<file path="src/rtl/mealy_seq_detector.sv">
// rtl/mealy_seq_detector.sv - Mealy serial pattern detector with KMP fallback table
// Optional saturating match counter enabled by defining MATCH_CNT_EN.
module mealy_seq_detector #(
    parameter int                 PAT_LEN = 4,
    parameter logic [PAT_LEN-1:0] PATTERN = 4'b1011,
    parameter bit                 OVERLAP = 1'b1,
    parameter int                 CNT_W   = 8
) (
    input  logic                       clk,
    input  logic                       rst,
    input  logic                       clr,
    input  logic                       din_valid,
    input  logic                       din,
    output logic                       qout,
    output logic [$clog2(PAT_LEN)-1:0] state
`ifdef MATCH_CNT_EN
    ,
    output logic [CNT_W-1:0]           match_cnt
`endif
);

    localparam int SW = $clog2(PAT_LEN);
    localparam logic [SW-1:0] LAST = SW'(PAT_LEN - 1);

    typedef logic [SW-1:0] state_t;

    if (PAT_LEN < 2 || PAT_LEN > 16) begin : g_bad_len
        $error("mealy_seq_detector: PAT_LEN must be in 2..16");
    end
    if (CNT_W < 1) begin : g_bad_cnt
        $error("mealy_seq_detector: CNT_W must be at least 1");
    end

    // Entry {s, b} holds the next state after receiving bit b with s bits matched.
    // A completed match falls back to the longest proper border, or to 0 without overlap.
    function automatic logic [31:0][3:0] build_tbl();
        logic [31:0][3:0] t;
        logic [16:0]      str;
        int               best;
        int               lim;
        bit               ok;
        t = '0;
        for (int s = 0; s < PAT_LEN; s++) begin
            for (int b = 0; b < 2; b++) begin
                str = '0;
                for (int i = 0; i <= s; i++) begin
                    if (i < s) str[i] = PATTERN[PAT_LEN-1-i];
                    else       str[i] = b[0];
                end
                lim  = (s + 1 < PAT_LEN) ? s + 1 : PAT_LEN - 1;
                best = 0;
                for (int k = 1; k <= lim; k++) begin
                    ok = 1'b1;
                    for (int j = 0; j < k; j++) begin
                        if (PATTERN[PAT_LEN-1-j] != str[s+1-k+j]) ok = 1'b0;
                    end
                    if (ok) best = k;
                end
                if (s == PAT_LEN - 1 && b[0] == PATTERN[0] && !OVERLAP) best = 0;
                t[s*2+b] = 4'(best);
            end
        end
        return t;
    endfunction

    localparam logic [31:0][3:0] TBL = build_tbl();

    state_t     state_q;
    state_t     state_d;
    logic [4:0] idx;
    logic [3:0] entry;

    assign qout  = din_valid & ~clr & ~rst & (state_q == LAST) & (din == PATTERN[0]);
    assign state = state_q;

    always_comb begin
        state_d = state_q;
        idx     = {4'(state_q), din};
        entry   = TBL[idx];
        if (clr) begin
            state_d = '0;
        end else if (din_valid) begin
            state_d = SW'(entry);
        end
    end

    always_ff @(posedge clk or posedge rst) begin
        if (rst) begin
            state_q <= '0;
        end else begin
            state_q <= state_d;
        end
    end

`ifdef MATCH_CNT_EN
    always_ff @(posedge clk or posedge rst) begin
        if (rst) begin
            match_cnt <= '0;
        end else if (clr) begin
            match_cnt <= '0;
        end else if (qout && (match_cnt != {CNT_W{1'b1}})) begin
            match_cnt <= match_cnt + 1'b1;
        end
    end
`endif

endmodule

</file>
<file path="config.mk">
export PLATFORM = sky130hd
export DESIGN_NAME = mealy_seq_detector
export DESIGN_NICKNAME = d
export VERILOG_FILES = /design/src/rtl/mealy_seq_detector.sv
export SDC_FILE = /design/constraint.sdc
export NUM_CORES = 1
export LEC_CHECK = 0
export CAP_MARGIN = 40
export CORE_AREA = 2 2 39 41
export CTS_BUF_LIST = sky130_fd_sc_hd__clkbuf_8
export DETAILED_ROUTE_END_ITERATION = 6
export DIE_AREA = 0 0 41 43
export PLACE_DENSITY = 0.4
export SYNTH_ARGS = -nofsm -noshare
export SYNTH_HDL_FRONTEND = slang
export SYNTH_SLANG_ARGS = --single-unit
</file>
<file path="constraint.sdc">
create_clock -name clk -period 1.35 [get_ports clk]
set_input_delay 0.135 -clock clk [delete_from_list [all_inputs] [get_ports clk]]
set_output_delay 0.135 -clock clk [all_outputs]
set_load 0.01 [all_outputs]
</file>
==> results_dict.tcl, run 1 <==
set metrics [dict create \
    status "complete, no violations" \
    grt-ovfl-total 0 \
    mostFrequentLayoutCells "clkdlybuf4s50_1 (5), clkbuf_8 (3), inv_1 (2), dfrtp_1 (2)" \
    worst-path-stages 1 \
    num_vias 126 \
    p_comb_frac 0.097 \
    wl_met3_um 49 \
    cts_made_buffers 3 \
    port_buffers 7 \
    largest_register_ffs 2 \
    area_delta_synth_final_pct 106 \
    ir_worst_vdd_mv 0.406 \
    period_share 0.948 \
    tightest_slew_ps 127 \
    dieArea_sq_um 1760 \
    clk_pin_slew_ps 30 \
    seq_power_share 0.200 \
    numPlacedInstances 36 \
    power.density_nw_per_um2 1270 \
    ys_seq_elements 2 \
    startpoint_type "register" \
    avgSynthCellArea_sq_um 10.4 \
    slew_viol_final 0 \
    grtUsageTotal 0.0461 \
    cp_slowest_stage_delay_ps 550 \
    final_antenna_net_count 0 \
    synth_cells 12 \
    nets 31 \
    rows 14 \
    stdcell_count 39 \
    p_clk_frac 0.703 \
    cp_slowest_cell "clkdlybuf4s50_1" \
    grt_pass1_wl_um 483 \
    rsz0062_at_grt "false" \
    antenna_found_initial 0 \
    final_common_cell "clkdlybuf4s50_1" \
    critical_path_arrival_ps 1140 \
    p_sw_mw 0.0549 \
    cts-root-buf "clkbuf_8" \
    syn_nets 18 \
    final_util 0.186 \
    r2r_cells 3 \
    viasPerCell 3.23 \
    die_w_um 41 \
    start_util 0.0904 \
    swShare 0.168 \
    postCtsHoldBufs 0 \
    htreeDepth 1 \
    min_path_type "in2async" \
    min_period_ps 1280 \
    hold_violations 0 \
    whs_ps 111 \
    cap_violations 0 \
    setup_violations 0 \
    die_h_um 43 \
    grt_max_degree 5 \
    routed_wirelength_um 311 \
    intPower_mw 0.271 \
    pre_cts_ws_ps -314 \
    path_cells "clkdlybuf4s50_1" \
    synth_top_area_share 0.400 \
    num_antenna_cells 0 \
    wl_per_cell_um 7.97 \
    synthTopCellsByArea "dfrtp_1 (40%), and4bb_1 (10%), ha_1 (10%)" \
    tritoncts "yes" \
    critPathKind "reg2out" \
    insertion_delay_ps 210 \
    ys_warn_count 0 \
    leakage_nw 0.128 \
    skew_ps 0.0679 \
    dr.pass1.iters 1 \
    yosys.area.top_type "dfrtp_1" \
    synth_seq_area_share 0.400 \
    relSlewSlack 0.913 \
    setup_ws_ps 70.5 \
    drt_iter0_drc 0 \
    end_kind "output pin" \
    cts_setup_buffers 0 \
    crit_fanout 4 \
    cts.sinks 2 \
    drc_errors 0 \
    drive_gt1_frac 0.261 \
    highest_layer "met3" \
    io_pins 8 \
    gp_congestion 0.581 \
    core_sq_um 1380 \
    routed-wl-met2_um 112 \
    met1_length_um 148 \
    crit_buf_inv 1 \
    cts_buffer_depth 2 \
    timing.fmax_mhz 782 \
    crit_family "buffers and inverters" \
    cp.required_ps 1220 \
    grt_pass1_vias 141 \
    yosysUniqueCellTypes 10 \
    netlist_area_sq_um 125 \
]
==> final timing paths <==
| check | start | to | slack [ps] |
|---|---|---|---|
| hold / removal | rst | state[0] | 110 |
| hold reg to reg | state[1] | state[1] | 580 |
| setup reg to reg | state[0] | state[1] | 240 |
| max in group asynchronous | rst | state[1] | 1130 |
| min in group clk | din | state[0] | 380 |
| setup / recovery | state[0] | state[0] | 70 |
==> cells by family (layout without fill, tap and decap cells) <==
logic type	after synthesis	count (layout)	synth area share
AND/OR/NAND/NOR	4	4	0.240
adder cells (fa/ha/maj)	1	1	0.100
flip-flops	2	2	0.400
AO/OA/AOI/OAI	2	2	0.120
buffers and inverters	2	13	0.0600
multiplexers	1	1	0.0800
==> per-stage QoR <==
step | TNS (ps) | power (mW) | cell area (sq um)
after floorplan | 0 | 0.0755 | 125
after global placement | -307 | 0.0978 | 223
after detailed placement | -380 | 0.0990 | 223
after CTS | 0 | 0.334 | 258
after global routing | 0 | 0.348 | 258
final | 0 | 0.326 | 258
==> what timing repair did <==
item                                    CTS  global route
endpoints found under the setup margin    1             0
endpoints found under the hold margin     0             0
resized for setup                         5             0
==> cell usage after synthesis <==
| cell | count |
|---|---|
| and4bb_1 | 1 |
| mux2i_1 | 1 |
| nand3b_1 | 1 |
| ha_1 | 1 |
| a21oi_1 | 1 |
| a21bo_2 | 1 |
| dfrtp_1 | 2 |
| inv_1 | 2 |
| nor2_1 | 1 |
| and3_1 | 1 |
==> power groups by stage <==
stage                     Sequential [mW]  Combinational, mW  Clock (mW)
after global placement             0.0654             0.0324           0
final                              0.0654             0.0317       0.229
after detailed placement           0.0659             0.0331           0
after CTS                          0.0653             0.0322       0.237
after floorplan                    0.0665            0.00903           0
after global routing               0.0656             0.0352       0.247
==> per-layer routing <==
metal	global-route usage	vias up
met1	0.0481	54
met5	0	-
met4	0.0600	0
met2	0.0500	8
met3	0.0314	0
li1	-	64
==> final cells by class <==
cell class	instances	area, sq um
Inverter	2	7.51
Tap cell	16	20.0
Sequential cell	2	50.0
Clock buffer	3	41.3
Fill cell	158	1130
Multi-Input combinational cell	8	67.6
Timing Repair Buffer	8	71.3
Note: power is estimated with default switching activity, not from simulation.
==> inputs of run 2 (changes only) <==
--- a/config.mk
+++ b/config.mk
@@ -10,7 +10,7 @@
 export CTS_BUF_LIST = sky130_fd_sc_hd__clkbuf_8
 export DETAILED_ROUTE_END_ITERATION = 6
 export DIE_AREA = 0 0 41 43
-export PLACE_DENSITY = 0.4
+export PLACE_DENSITY_LB_ADDON = 0.05
 export SYNTH_ARGS = -nofsm -noshare
 export SYNTH_HDL_FRONTEND = slang
 export SYNTH_SLANG_ARGS = --single-unit
==> constraint.sdc (replaced) <==
create_clock -name clk -period 1.11 [get_ports clk]
set_input_delay 0.111 -clock clk [delete_from_list [all_inputs] [get_ports clk]]
set_output_delay 0.111 -clock clk [all_outputs]
set_load 0.01 [all_outputs]
==> results_dict.tcl, run 2 (synthesis results as in run 1) <==
set metrics [dict create \
    cp.required_ps 1240 \
    final_util 0.243 \
    gp_congestion 0.606 \
    min_period_ps 1090 \
    multi_input_area_sq_um 88.8 \
    relSlewSlack 0.911 \
    largest_register_ffs 2 \
    p_clk_frac 0.672 \
    grt-ovfl-total 0 \
    cts.sinks 2 \
    insertion_delay_ps 210 \
    tritoncts "yes" \
    rows 14 \
    viasPerCell 3.33 \
    die_h_um 43 \
    intPower_mw 0.343 \
    critical_path_arrival_ps 1230 \
    cts-root-buf "clkbuf_8" \
    grt_max_degree 4 \
    area.sequential_sq_um 50.0 \
    grt_pass1_vias 172 \
    dr.pass1.iters 3 \
    grtUsageTotal 0.0633 \
    rsz0062_at_grt "true" \
    core_sq_um 1380 \
    dpl_cell_area_sq_um 260 \
    critPathKind "reg2reg" \
    period_share 0.986 \
    hold_violations 0 \
    power.density_nw_per_um2 1250 \
    drc_errors 0 \
    antenna_found_initial 0 \
    startpoint_type "register" \
    wl_per_cell_um 9.26 \
    final_cell_area_sq_um 337 \
    ir_worst_vdd_mv 0.599 \
    min_path_type "in2async" \
    end_kind "register" \
    start_util 0.0904 \
    swShare 0.183 \
    die_w_um 41 \
    cap_violations 0 \
    final_antenna_net_count 0 \
    gr-usage-met2 0.0813 \
    use_met1 0.0643 \
    numPlacedInstances 41 \
    setup-tns-final_ps 0 \
    p_sw_mw 0.0770 \
    fillers 150 \
    area_delta_synth_final_pct 169 \
    status "complete, no violations" \
    timing.fmax_mhz 914 \
    gr-max-usage-layer "met2" \
    io_pins 8 \
    drive_gt1_frac 0.567 \
    num_antenna_cells 0 \
    setup_violations 0 \
    num_vias 153 \
    seq_power_share 0.186 \
    tightest_slew_ps 130 \
    mostFrequentLayoutCells "buf_4 (7), clkbuf_8 (3), dlygate4sd2_1 (3)" \
    htreeDepth 1 \
    slew_viol_final 0 \
    final_common_cell "buf_4" \
    whs_ps 24.9 \
    stdcell_count 46 \
    port_buffers 7 \
    grt_pass1_wl_um 683 \
    clk_pin_slew_ps 30 \
    cts_made_buffers 3 \
    skew_ps 0.553 \
    grtUsageMet3 0.0262 \
    leakage_nw 0.177 \
    nets 38 \
    crit_fanout 3 \
    routed_wirelength_um 426 \
    dieArea_sq_um 1760 \
    cts_buffer_depth 2 \
    drt_iter0_drc 3 \
    p_comb_frac 0.141 \
]
## run 2: cell types whose count changed in the layout (fill, tap and decap cells not counted), sizes merged
cell / change
clkdlybuf4s15: +1
buf: +8
dlygate4sd2: +2
dlymetal6s2s: +1
clkdlybuf4s50: -5
## run 2: layer usage
layer  up-vias  routed length, um
met5         -                  0
met4         0                  0
met3         0                 46
met2         5                213
met1        68                166
li1         80                  -
## run 2: worst paths after layout
kind                       cells past startpoint  endpoint     start  slack, ps
max reg2reg                                    4  state[1]  state[0]         20
min in group clk                               3  state[1]       clr        300
max in group asynchronous                      3  state[0]       rst        970
min reg2reg                                    3  state[1]  state[1]        660
max                                            4  state[1]  state[0]         20
min                                            3  state[1]       rst         20
## run 2: final cells by class
type	count	share of cell area
Clock buffer	3	0.123
Inverter	2	0.0223
Multi-Input combinational cell	8	0.264
Sequential cell	2	0.149
Tap cell	16	0.0595
Timing Repair Buffer	15	0.383
## run 2: critical path, stage by stage, from the launching register on
cell and delay (ps):
dfrtp_1 370, buf_6 130, ha_4 200, a21bo_2 190, a21oi_2 130
## run 2: power groups by stage
stage	logic (mW)	registers (mW)	clock network, mW
after floorplan	0.0110	0.0809	0
after global placement	0.0536	0.0803	0
after detailed placement	0.0532	0.0802	0
after CTS	0.0606	0.0782	0.295
after global routing	0.0648	0.0785	0.293
final	0.0594	0.0782	0.282
## run 2: stage by stage
step / worst slack (ps) / total power, mW
2_1_floorplan: 26.3 / 0.0918
3_3_place_gp: -496 / 0.134
3_5_place_dp: -502 / 0.133
4_1_cts: -49.3 / 0.434
5_1_grt: -9.26 / 0.436
6_report: 16.0 / 0.420
## run 2: timing repair
action                     4_1_cts  5_1_grt
cloned                           0        0
resized for setup               15        4
hold buffers                     0        0
setup buffers                    2        0
setup endpoints to repair        4        3
pin swaps                        1        3
==> inputs of run 3 (changes only) <==
--- a/config.mk
+++ b/config.mk
@@ -6,6 +6,8 @@
 export NUM_CORES = 1
 export LEC_CHECK = 0
 export CAP_MARGIN = 40
+export CELL_PAD_IN_SITES_DETAIL_PLACEMENT = 1
+export CELL_PAD_IN_SITES_GLOBAL_PLACEMENT = 1
 export CORE_AREA = 2 2 39 41
 export CTS_BUF_LIST = sky130_fd_sc_hd__clkbuf_8
 export DETAILED_ROUTE_END_ITERATION = 6
==> results_dict.tcl, run 3 (synthesis results as in run 1) <==
set metrics [dict create \
    relSlewSlack 0.915 \
    cp_slowest_cell "dfrtp_1" \
    path_cells "buf_6 -> and3_4 -> buf_6" \
    insertion_delay_ps 210 \
    routed_wirelength_um 446 \
    gp_congestion 0.616 \
    startpoint_type "register" \
    port_buffers 7 \
    dr.pass1.iters 1 \
    swShare 0.186 \
    antenna_found_initial 0 \
    drt_iter0_drc 0 \
    p_clk_frac 0.678 \
    cts_buffer_depth 2 \
    cts_made_buffers 3 \
    grtUsageTotal 0.0733 \
    r2r-start "state[0]" \
    cap_violations 0 \
    area_delta_synth_final_pct 164 \
    multi_input_area_sq_um 88.8 \
    seq_power_share 0.188 \
    crit_buf_inv 2 \
    r2r_cells 4 \
    skew_ps 0.411 \
    tritoncts "yes" \
    use_met1 0.0707 \
    end_kind "output pin" \
    drc_errors 0 \
    status "complete, no violations" \
    dieArea_sq_um 1760 \
    timing.fmax_mhz 906 \
    grt_pass1_wl_um 779 \
    leakage_nw 0.164 \
    cts.sinks 2 \
    crit_top_cell "buf_6" \
    area.sequential_sq_um 50.0 \
    wl_per_cell_um 9.91 \
    cp.required_ps 1000 \
    min_path_type "in2async" \
    min_period_ps 1100 \
    num_vias 152 \
    mostFrequentLayoutCells "buf_4 (6), dlygate4sd2_1 (4), clkbuf_8 (3)" \
    grt-ovfl-total 0 \
    setup_violations 0 \
    rows 14 \
    crit_fanout 2 \
    rsz0062_at_grt "true" \
    gr-usage-met2 0.0875 \
    critical_path_arrival_ps 990 \
    final_cell_area_sq_um 330 \
    final_util 0.239 \
    crit_family "flip-flops" \
    tightest_slew_ps 124 \
    p_sw_mw 0.0778 \
    dp_hpwl_um 338 \
    clk_pin_slew_ps 30 \
    intPower_mw 0.341 \
    period_share 0.994 \
    final_common_cell "buf_4" \
    htreeDepth 1 \
    final_antenna_net_count 0 \
    grtUsageMet3 0.0576 \
    viasPerCell 3.38 \
    largest_register_ffs 2 \
    cp_slowest_stage_delay_ps 380 \
    dpl_cell_area_sq_um 260 \
    nets 37 \
    gr-max-usage-layer "met2" \
    ir_worst_vdd_mv 0.613 \
    grt_max_degree 4 \
    fillers 158 \
    r2r-end "state[1]" \
    cts-root-buf "clkbuf_8" \
    critPathKind "reg2out" \
    num_antenna_cells 0 \
    r2r_slack_ps 30 \
    die_w_um 41 \
    slew_viol_final 0 \
    core_sq_um 1380 \
    start_util 0.0904 \
    p_comb_frac 0.134 \
    die_h_um 43 \
    hold_violations 0 \
    power.density_nw_per_um2 1270 \
    drive_gt1_frac 0.517 \
    grt_pass1_vias 187 \
    io_pins 8 \
]
==> run 3: changes by cell type in the layout (fill, tap and decap cells not counted) <==
| cell | before | now |
|---|---|---|
| buf_2 | 1 | 0 |
| buf_4 | 7 | 6 |
| clkdlybuf4s15_1 | 1 | 2 |
| dlygate4sd2_1 | 3 | 4 |
| dlymetal6s2s_1 | 1 | 0 |
==> run 3: worst max-delay path by stage <==
stage | from | end | depth (start not counted)
after floorplan | state[0] | state[1] | 3
after global placement | clr | qout | 4
after detailed placement | rst | qout | 4
after CTS | state[0] | state[1] | 4
after global routing | state[0] | qout | 3
final | state[0] | qout | 3
==> run 3: timing repair <==
item                                    in CTS  in global routing
gates cloned                                 0                  0
hold buffers                                 0                  0
endpoints found under the setup margin       4                  3
setup buffers                                1                  0
resized for setup                           15                  2
pin swaps                                    0                  2
==> run 3: routing by layer <==
| layer | part of all wire | wire (um) |
|---|---|---|
| met4 | 0 | 0 |
| met1 | 0.36 | 161 |
| met3 | 0.11 | 47 |
| met2 | 0.53 | 237 |
| met5 | 0 | 0 |
==> run 3: per-stage QoR <==
stage	total power, mW	setup slack [ps]	hold WS [ps]	TNS, ps	cells
CTS	0.432	-27.0	19.8	-50.6	45
floorplan	0.0918	26.3	-148	0	12
global placement	0.135	-481	423	-846	41
finish	0.418	6.63	16.8	0	45
global route	0.445	-28.5	30.7	-35.1	45
detailed placement	0.134	-491	434	-841	41
==> run 3: power by group through the flow <==
stage | logic (mW) | registers [mW] | clock network, mW
2_1_floorplan | 0.0110 | 0.0809 | 0
3_3_place_gp | 0.0548 | 0.0797 | 0
3_5_place_dp | 0.0545 | 0.0797 | 0
4_1_cts | 0.0577 | 0.0789 | 0.295
5_1_grt | 0.0626 | 0.0792 | 0.303
6_report | 0.0562 | 0.0787 | 0.284
==> run 3: final cells by class <==
cell class | count | share of cell area
Sequential cell | 2 | 0.152
Inverter | 2 | 0.0227
Timing Repair Buffer | 14 | 0.371
Multi-Input combinational cell | 8 | 0.269
Clock buffer | 3 | 0.125
Tap cell | 16 | 0.0606
==> run 3: tightest hold or removal path: stages <==
cell and delay (ps):
dlygate4sd2_1 240, buf_4 120, inv_1 70
